===== config.mk =====
export PLATFORM = sky130hd
export DESIGN_NAME = calc_bcd_converter
export DESIGN_NICKNAME = d
export VERILOG_FILES = /design/src/rtl/calc_bcd_converter.sv
export SDC_FILE = /design/constraint.sdc
export NUM_CORES = 1
export LEC_CHECK = 0
export BUFFER_PORTS_ARGS = -buffer_cell sky130_fd_sc_hd__buf_4
export CELL_PAD_IN_SITES_DETAIL_PLACEMENT = 0
export CELL_PAD_IN_SITES_GLOBAL_PLACEMENT = 1
export CORE_ASPECT_RATIO = 2
export CORE_UTILIZATION = 28
export CTS_CLUSTER_SIZE = 14
export DETAILED_ROUTE_END_ITERATION = 10
export PLACE_DENSITY = 0.64
export SLEW_MARGIN = 10
export SYNTH_ARGS = -nofsm -noshare
export SYNTH_HDL_FRONTEND = slang
export SYNTH_SLANG_ARGS = --single-unit

===== constraint.sdc =====
create_clock -name i_clk -period 3.1 [get_ports i_clk]
set_clock_uncertainty 0.15 [all_clocks]
set_input_delay 0.155 -clock i_clk [delete_from_list [all_inputs] [get_ports i_clk]]
set_output_delay 0.155 -clock i_clk [all_outputs]
set_load 0.1 [all_outputs]

===== src/rtl/calc_bcd_converter.sv =====
// Captures one calculator result, resolves its sign and converts the magnitude
// to four packed BCD digits with a 12-step shift-add-3 engine.
module calc_bcd_converter (
  input  logic        i_clk,
  input  logic        i_rst,
  input  logic        i_start,
  input  logic [1:0]  i_op,
  input  logic [6:0]  i_add,
  input  logic [6:0]  i_sub,
  input  logic [11:0] i_mul,
  input  logic [5:0]  i_div,
  input  logic [5:0]  i_data2,
  output logic [15:0] o_bcd,
  output logic        o_neg,
  output logic        o_err,
  output logic        o_busy,
  output logic        o_done
);

  typedef enum logic [1:0] {IDLE, CONV, ERR} state_t;

  state_t      state_reg;
  logic [3:0]  iter_reg;
  logic [11:0] bin_reg;
  logic [15:0] bcd_reg;
  logic        sign_reg;

  logic [15:0] bcd_adj;
  logic [27:0] shift_next;
  logic [6:0]  sub_mag;
  logic [11:0] mag_sel;
  logic        sign_sel;
  logic        div_zero;

  generate
    for (genvar gi = 0; gi < 4; gi++) begin : g_adj
      assign bcd_adj[gi*4 +: 4] = (bcd_reg[gi*4 +: 4] >= 4'd5) ?
                                  bcd_reg[gi*4 +: 4] + 4'd3 : bcd_reg[gi*4 +: 4];
    end
  endgenerate

  // The magnitude of the adjusted BCD plus binary shifts as one 28-bit word.
  assign shift_next = {bcd_adj, bin_reg} << 1;

  always_comb begin
    sub_mag  = i_sub[6] ? (~i_sub + 7'd1) : i_sub;
    sign_sel = (i_op == 2'b01) && i_sub[6];
    div_zero = (i_op == 2'b11) && (i_data2 == 6'd0);
    case (i_op)
      2'b00:   mag_sel = {5'd0, i_add};
      2'b01:   mag_sel = {5'd0, sub_mag};
      2'b10:   mag_sel = i_mul;
      default: mag_sel = {6'd0, i_div};
    endcase
  end

  always_ff @(posedge i_clk or posedge i_rst) begin
    if (i_rst) begin
      state_reg <= IDLE;
      iter_reg  <= 4'd0;
      bin_reg   <= 12'd0;
      bcd_reg   <= 16'd0;
      sign_reg  <= 1'b0;
      o_bcd     <= 16'h0000;
      o_neg     <= 1'b0;
      o_err     <= 1'b0;
      o_busy    <= 1'b0;
      o_done    <= 1'b0;
    end else begin
      case (state_reg)
        IDLE: begin
          o_done <= 1'b0;
          if (i_start) begin
            o_busy <= 1'b1;
            if (div_zero) begin
              state_reg <= ERR;
            end else begin
              state_reg <= CONV;
              bin_reg   <= mag_sel;
              bcd_reg   <= 16'd0;
              sign_reg  <= sign_sel;
              iter_reg  <= 4'd0;
            end
          end
        end
        CONV: begin
          bcd_reg  <= shift_next[27:12];
          bin_reg  <= shift_next[11:0];
          iter_reg <= iter_reg + 4'd1;
          if (iter_reg == 4'd11) begin
            state_reg <= IDLE;
            iter_reg  <= 4'd0;
            o_bcd     <= shift_next[27:12];
            o_neg     <= sign_reg;
            o_err     <= 1'b0;
            o_done    <= 1'b1;
            o_busy    <= 1'b0;
          end
        end
        ERR: begin
          state_reg <= IDLE;
          o_bcd     <= 16'h0000;
          o_neg     <= 1'b0;
          o_err     <= 1'b1;
          o_done    <= 1'b1;
          o_busy    <= 1'b0;
        end
        default: state_reg <= IDLE;
      endcase
    end
  end

endmodule


==> results of run 1 <==
[cells in the final DEF (no fill, tap or decap), types with 6 or more instances in the layout]
cell type,netlist,final
nand3_1,11,11
mux2_2,8,8
ha_1,14,14
nand2_1,25,25
and2_1,9,9
inv_1,25,24
o31ai_1,8,8
mux2i_1,10,10
a22o_1,17,17
a21oi_1,11,11
nand2b_1,6,6
nor2_1,13,13
dfrtp_1,55,55
o21ai_0,18,18
a211oi_1,6,6
a221o_1,8,8
buf_4,0,68
[worst max-delay path, cell delays in order (launching register included)]
cell     delay [ps]
dfrtp_1         390
inv_1            80
ha_1            200
buf_4           250
nor4b_1         970
and2_1          260
a221o_1         110
[power by group through the flow]
stage               logic (uW)  clock network [uW]  registers [uW]
CTS                       1030                 686             973
detailed placement        1030                   0             987
floorplan                  662                   0            1060
finish                    1020                 668             972
global route              1120                 709             990
global placement          1010                   0             982
[area by class of cell]
cell class	count	area share
multi-input combinational	222	0.413
inverter	26	0.0244
clock buffer	6	0.0348
clock inverter	2	0.00877
tap	140	0.0439
timing repair buffer	69	0.130
sequential	55	0.345
[final timing paths]
kind	end	slack (ps)	cells after the start
worst max-delay path	bin_reg[7]	630	6
worst min-delay path	state_reg[1]	20	4
worst min register to register	o_bcd[12]	330	2
max in group asynchronous	o_neg	1710	4
worst max register to register	bin_reg[7]	630	6
min in group asynchronous	o_bcd[5]	390	3
[routing by layer]
metal / up-vias / part of all wire / GRT usage
met3: 8 / 0.025 / 0.0143
met2: 57 / 0.60 / 0.300
met4: 0 / 0.018 / 0.0566
li1: 1285 / - / -
met1: 1308 / 0.36 / 0.151
met5: - / 0 / 0
[metrics by stage]
| step | instance area (sq um) | setup WS, ps |
|---|---|---|
| finish | 3990 | 630 |
| global route | 3990 | 536 |
| CTS | 3990 | 575 |
| detailed placement | 3810 | 596 |
| global placement | 3810 | 661 |
| floorplan | 3190 | 1230 |
[cells by family (layout without fill, tap and decap cells)]
family | Yosys count | count (layout) | synth area share
XOR/XNOR | 6 | 6 | 0.0165
flip-flops | 55 | 55 | 0.431
AO/OA/AOI/OAI | 95 | 95 | 0.221
multiplexers | 21 | 21 | 0.0807
AND/OR/NAND/NOR | 86 | 86 | 0.144
buffers and inverters | 40 | 103 | 0.0521
adder cells (fa/ha/maj) | 14 | 14 | 0.0549
==> flow_metrics.env, run 1 <==
export IMPL_ant_nets=0
export IMPL_fp_dieW_microns=77.5
export IMPL_synth_ff_type="dfrtp_1"
export IMPL_fillers=1150
export IMPL_synth_warnings=0
export IMPL_drc_errors=0
export IMPL_max_slew_margin=0.262
export IMPL_cts_resized=0
export IMPL_cts_root_buf="clkbuf_16"
export IMPL_drt_iter0_drc=145
export IMPL_cts_tree="built"
export IMPL_hold_viol=0
export IMPL_dp_hpwl_mm=6.54
export IMPL_fin_cells=520
export IMPL_synth_area_sq_um=3190
export IMPL_synth_net_count=374
export IMPL_cts_hold_fix_buffers=1
export IMPL_crit_path_start="state_reg[1]"
export IMPL_holdWs_ps=23.3
export IMPL_ioPinCount=63
export IMPL_die_h_microns=153
export IMPL_cts_htree_levels=2
export IMPL_holdCritStartpoint="i_data2[4]"
export IMPL_routed_wl_mm=8.36
export IMPL_rsz0062_at_grt="no"
export IMPL_synth_area_leaders="dfrtp_1 43%, ha_1 5.5%, a22o_1 4.7%"
export IMPL_swShare=0.385
export IMPL_nNetsFinal=436
export IMPL_grt_pass1_wl_mm=13.8
export IMPL_pwr_share_seq=0.366
export IMPL_n_antenna_cell=0
export IMPL_worst_slew_pin_transition_ps=1090
export IMPL_drive_gt1_frac=0.255
export IMPL_setup_viol=0
export IMPL_p_leak_uw=0.00184
export IMPL_setup_worst_path_class="flop to flop"
export IMPL_antenna_found_initial=0
export IMPL_endpoint_kind="flop"
export IMPL_detail_route_vias_per_cell=5.11
export IMPL_yosys_area_top_type="dfrtp_1"
export IMPL_grt_max_degree=35
export IMPL_numCtsBuffers=5
export IMPL_cts_setup_buffers=0
export IMPL_synth_edff_count=0
export IMPL_core_rowCount=54
export IMPL_maxCapViolCount=0
export IMPL_yosysMostFrequentCell="dfrtp_1"
export IMPL_arrival_ps=2550
export IMPL_slew_viol_final=0
export IMPL_grt_pass1_vias=2769
export IMPL_combinationalPowerShare=0.383
export IMPL_start_util=0.290
export IMPL_grt_usage=0.149
export IMPL_placed_cells=511
export IMPL_clkPwrFrac=0.251
export IMPL_wire_per_inst_microns=16.1
export IMPL_p_total_uw=2660
export IMPL_worstHoldPathType="input port to flop"
export IMPL_rr_startpoint="state_reg[1]"
export IMPL_fin_crit_sh=0.797
export IMPL_start_kind="flop"
export IMPL_status="completed"
export IMPL_tns_ps=0
export IMPL_grt_overflow=0
export IMPL_post_route_util=0.363
export IMPL_dieArea_sq_um=11900
export IMPL_clk_pin_slew_worst_paths_ps=70
export IMPL_ys_seq_area_frac=0.431
export IMPL_fmax_ghz=0.405
export IMPL_syn_inst=317
export IMPL_period_needed_ps=2470
export IMPL_drtPass1Iterations=4
export IMPL_coreArea_sq_um=11000
export IMPL_yosys_register_bits=55
export IMPL_ys_top_cells_by_count="55 x dfrtp_1, 25 x inv_1, 25 x nand2_1"
export IMPL_synthDistinctLibCells=49
export IMPL_postSynthAreaPerCell_sq_um=10.1
export IMPL_power_density_nw_per_um2=665
export IMPL_io_buffers=62
export IMPL_clk_latency_ps=300
export IMPL_ir_worst_vdd_v=0.000254
export IMPL_cts_path_max_buffers=2
export IMPL_area_growth_pct=25.1
export IMPL_intPower_uw=1640
export IMPL_multi_input_area_sq_um=1650
export IMPL_total_switching_power_uw=1020
export IMPL_ys_async_sr_fraction=1.00
export IMPL_via_count=2658
export IMPL_gp_congestion=0.787
export IMPL_yosysTopAreaCellShare=0.431
export IMPL_seq_area_sq_um=1380
export IMPL_worstPathRequired_ps=3180
export IMPL_cts_sinks=55
export IMPL_crit_path_max_fanout=28
Note: power is estimated with default switching activity, not from simulation.
==> inputs of run 2 (changes only) <==
==> constraint.sdc (replaced) <==
create_clock -name i_clk -period 2.5 [get_ports i_clk]
set_clock_uncertainty 0.15 [all_clocks]
set_input_delay 0.125 -clock i_clk [delete_from_list [all_inputs] [get_ports i_clk]]
set_output_delay 0.125 -clock i_clk [all_outputs]
set_load 0.1 [all_outputs]
==> flow_metrics.env, run 2 (synthesized netlist as in run 1, its figures left out) <==
export IMPL_antenna_found_initial=0
export IMPL_power_density_nw_per_um2=823
export IMPL_ioPinCount=63
export IMPL_clk_latency_ps=300
export IMPL_rsz0062_at_grt="no"
export IMPL_grt_pass1_vias=2801
export IMPL_cts_sinks=55
export IMPL_slew_viol_final=0
export IMPL_period_needed_ps=2220
export IMPL_drive_gt1_frac=0.256
export IMPL_max_slew_margin=0.521
export IMPL_p_leak_uw=0.00187
export IMPL_via_count=2718
export IMPL_clk_pin_slew_worst_paths_ps=70
export IMPL_fillers=1134
export IMPL_drt_iter0_drc=108
export IMPL_worstHoldPathType="input port to flop"
export IMPL_gp_congestion=0.794
export IMPL_detail_route_vias_per_cell=5.16
export IMPL_maxCapViolCount=0
export IMPL_r2r_slack_ps=280
export IMPL_wire_per_inst_microns=16.2
export IMPL_grt_pass1_wl_mm=14.1
export IMPL_io_buffers=62
export IMPL_worst_slew_pin_transition_ps=718
export IMPL_numCtsBuffers=5
export IMPL_cts_path_max_buffers=2
export IMPL_fmax_ghz=0.451
export IMPL_routed_wl_mm=8.56
export IMPL_status="complete, but fails checks"
export IMPL_worstPathRequired_ps=2530
export IMPL_p_total_uw=3340
export IMPL_final_common_cell="buf_4"
export IMPL_dp_hpwl_mm=6.64
export IMPL_grt_usage=0.154
export IMPL_tns_ps=0
export IMPL_setup_worst_path_class="flop to flop"
export IMPL_cts_setup_buffers=0
export IMPL_ant_nets=0
export IMPL_nNetsFinal=443
export IMPL_grt_overflow=0
export IMPL_violations="hold timing"
export IMPL_setup_viol=0
export IMPL_crit_path_max_fanout=27
export IMPL_start_kind="flop"
export IMPL_die_h_microns=153
export IMPL_dieArea_sq_um=11900
export IMPL_drtPass1Iterations=4
export IMPL_start_util=0.290
export IMPL_mostFrequentLayoutCells="70 x buf_4, 55 x dfrtp_1, 25 x nand2_1"
export IMPL_fp_dieW_microns=77.5
export IMPL_n_antenna_cell=0
export IMPL_coreArea_sq_um=11000
export IMPL_cts_tree="built"
export IMPL_drc_errors=0
export IMPL_area_growth_pct=27.1
export IMPL_cts_root_buf="clkbuf_16"
export IMPL_grt_max_degree=56
export IMPL_core_rowCount=54
export IMPL_arrival_ps=2250
export IMPL_fin_crit_sh=0.888
export IMPL_holdWs_ps=-2.43
export IMPL_endpoint_kind="flop"
export IMPL_cts_htree_levels=2
export IMPL_hold_viol=1
export IMPL_ir_worst_vdd_v=0.000334
==> run 2: cell count changes in the layout (fill, tap and decap cells not counted), sizes merged <==
cell | previous run | this run
dlygate4sd3 | 1 | 6
buf | 68 | 70
clkbuf | 6 | 5
inv | 25 | 26
==> run 2: worst paths after layout <==
kind	start	cells after the start	to
worst max-delay path	state_reg[1]	6	bin_reg[4]
worst min-delay path	i_mul[8]	3	bin_reg[8]
worst max register to register	state_reg[1]	6	bin_reg[4]
worst min register to register	o_bcd[3]	2	o_bcd[3]
max in group asynchronous	i_rst	4	o_bcd[0]
min in group asynchronous	i_rst	4	o_bcd[6]
==> run 2: layout make-up <==
type,count,area [sq um],share of cell area
inverter,26,97.6,0.0241
multi-input combinational,222,1650,0.407
clock inverter,3,47.5,0.0117
sequential,55,1380,0.339
timing repair buffer,76,586,0.144
tap,140,175,0.0432
clock buffer,5,125,0.0308
==> run 2: worst max-delay path: stages (launching register included) <==
cell,delay [ps]
dfrtp_1,420
inv_1,90
ha_1,200
buf_4,330
nand2b_1,340
and3_1,300
a221o_1,260
==> run 2: where the power goes <==
| group | internal [uW] | switching (uW) | total (uW) |
|---|---|---|---|
| logic | 488 | 816 | 1300 |
| registers | 1070 | 143 | 1210 |
| clock network | 479 | 345 | 824 |
==> run 2: timing repair <==
item / in CTS / in global routing
resized for setup: 0 / 0
hold buffers: 6 / 0
endpoints found under the hold margin: 59 / 0
==> run 2: metal layers <==
metal | share of wire | GRT usage
met5 | 0 | 0
met4 | 0.040 | 0.0854
met3 | 0.027 | 0.0137
met2 | 0.59 | 0.305
met1 | 0.35 | 0.150
==> run 2: through the flow <==
stage / util / area (sq um) / hold WS (ps) / worst slack (ps) / instances
after floorplan: - / 3190 / 151 / 631 / 317
after global placement: 0.347 / 3820 / 217 / 360 / 513
after detailed placement: 0.347 / 3820 / 223 / 300 / 513
after CTS: 0.368 / 4060 / 0.0306 / 285 / 527
after global routing: 0.368 / 4060 / 7.85 / 164 / 527
final: 0.368 / 4060 / -2.43 / 280 / 527
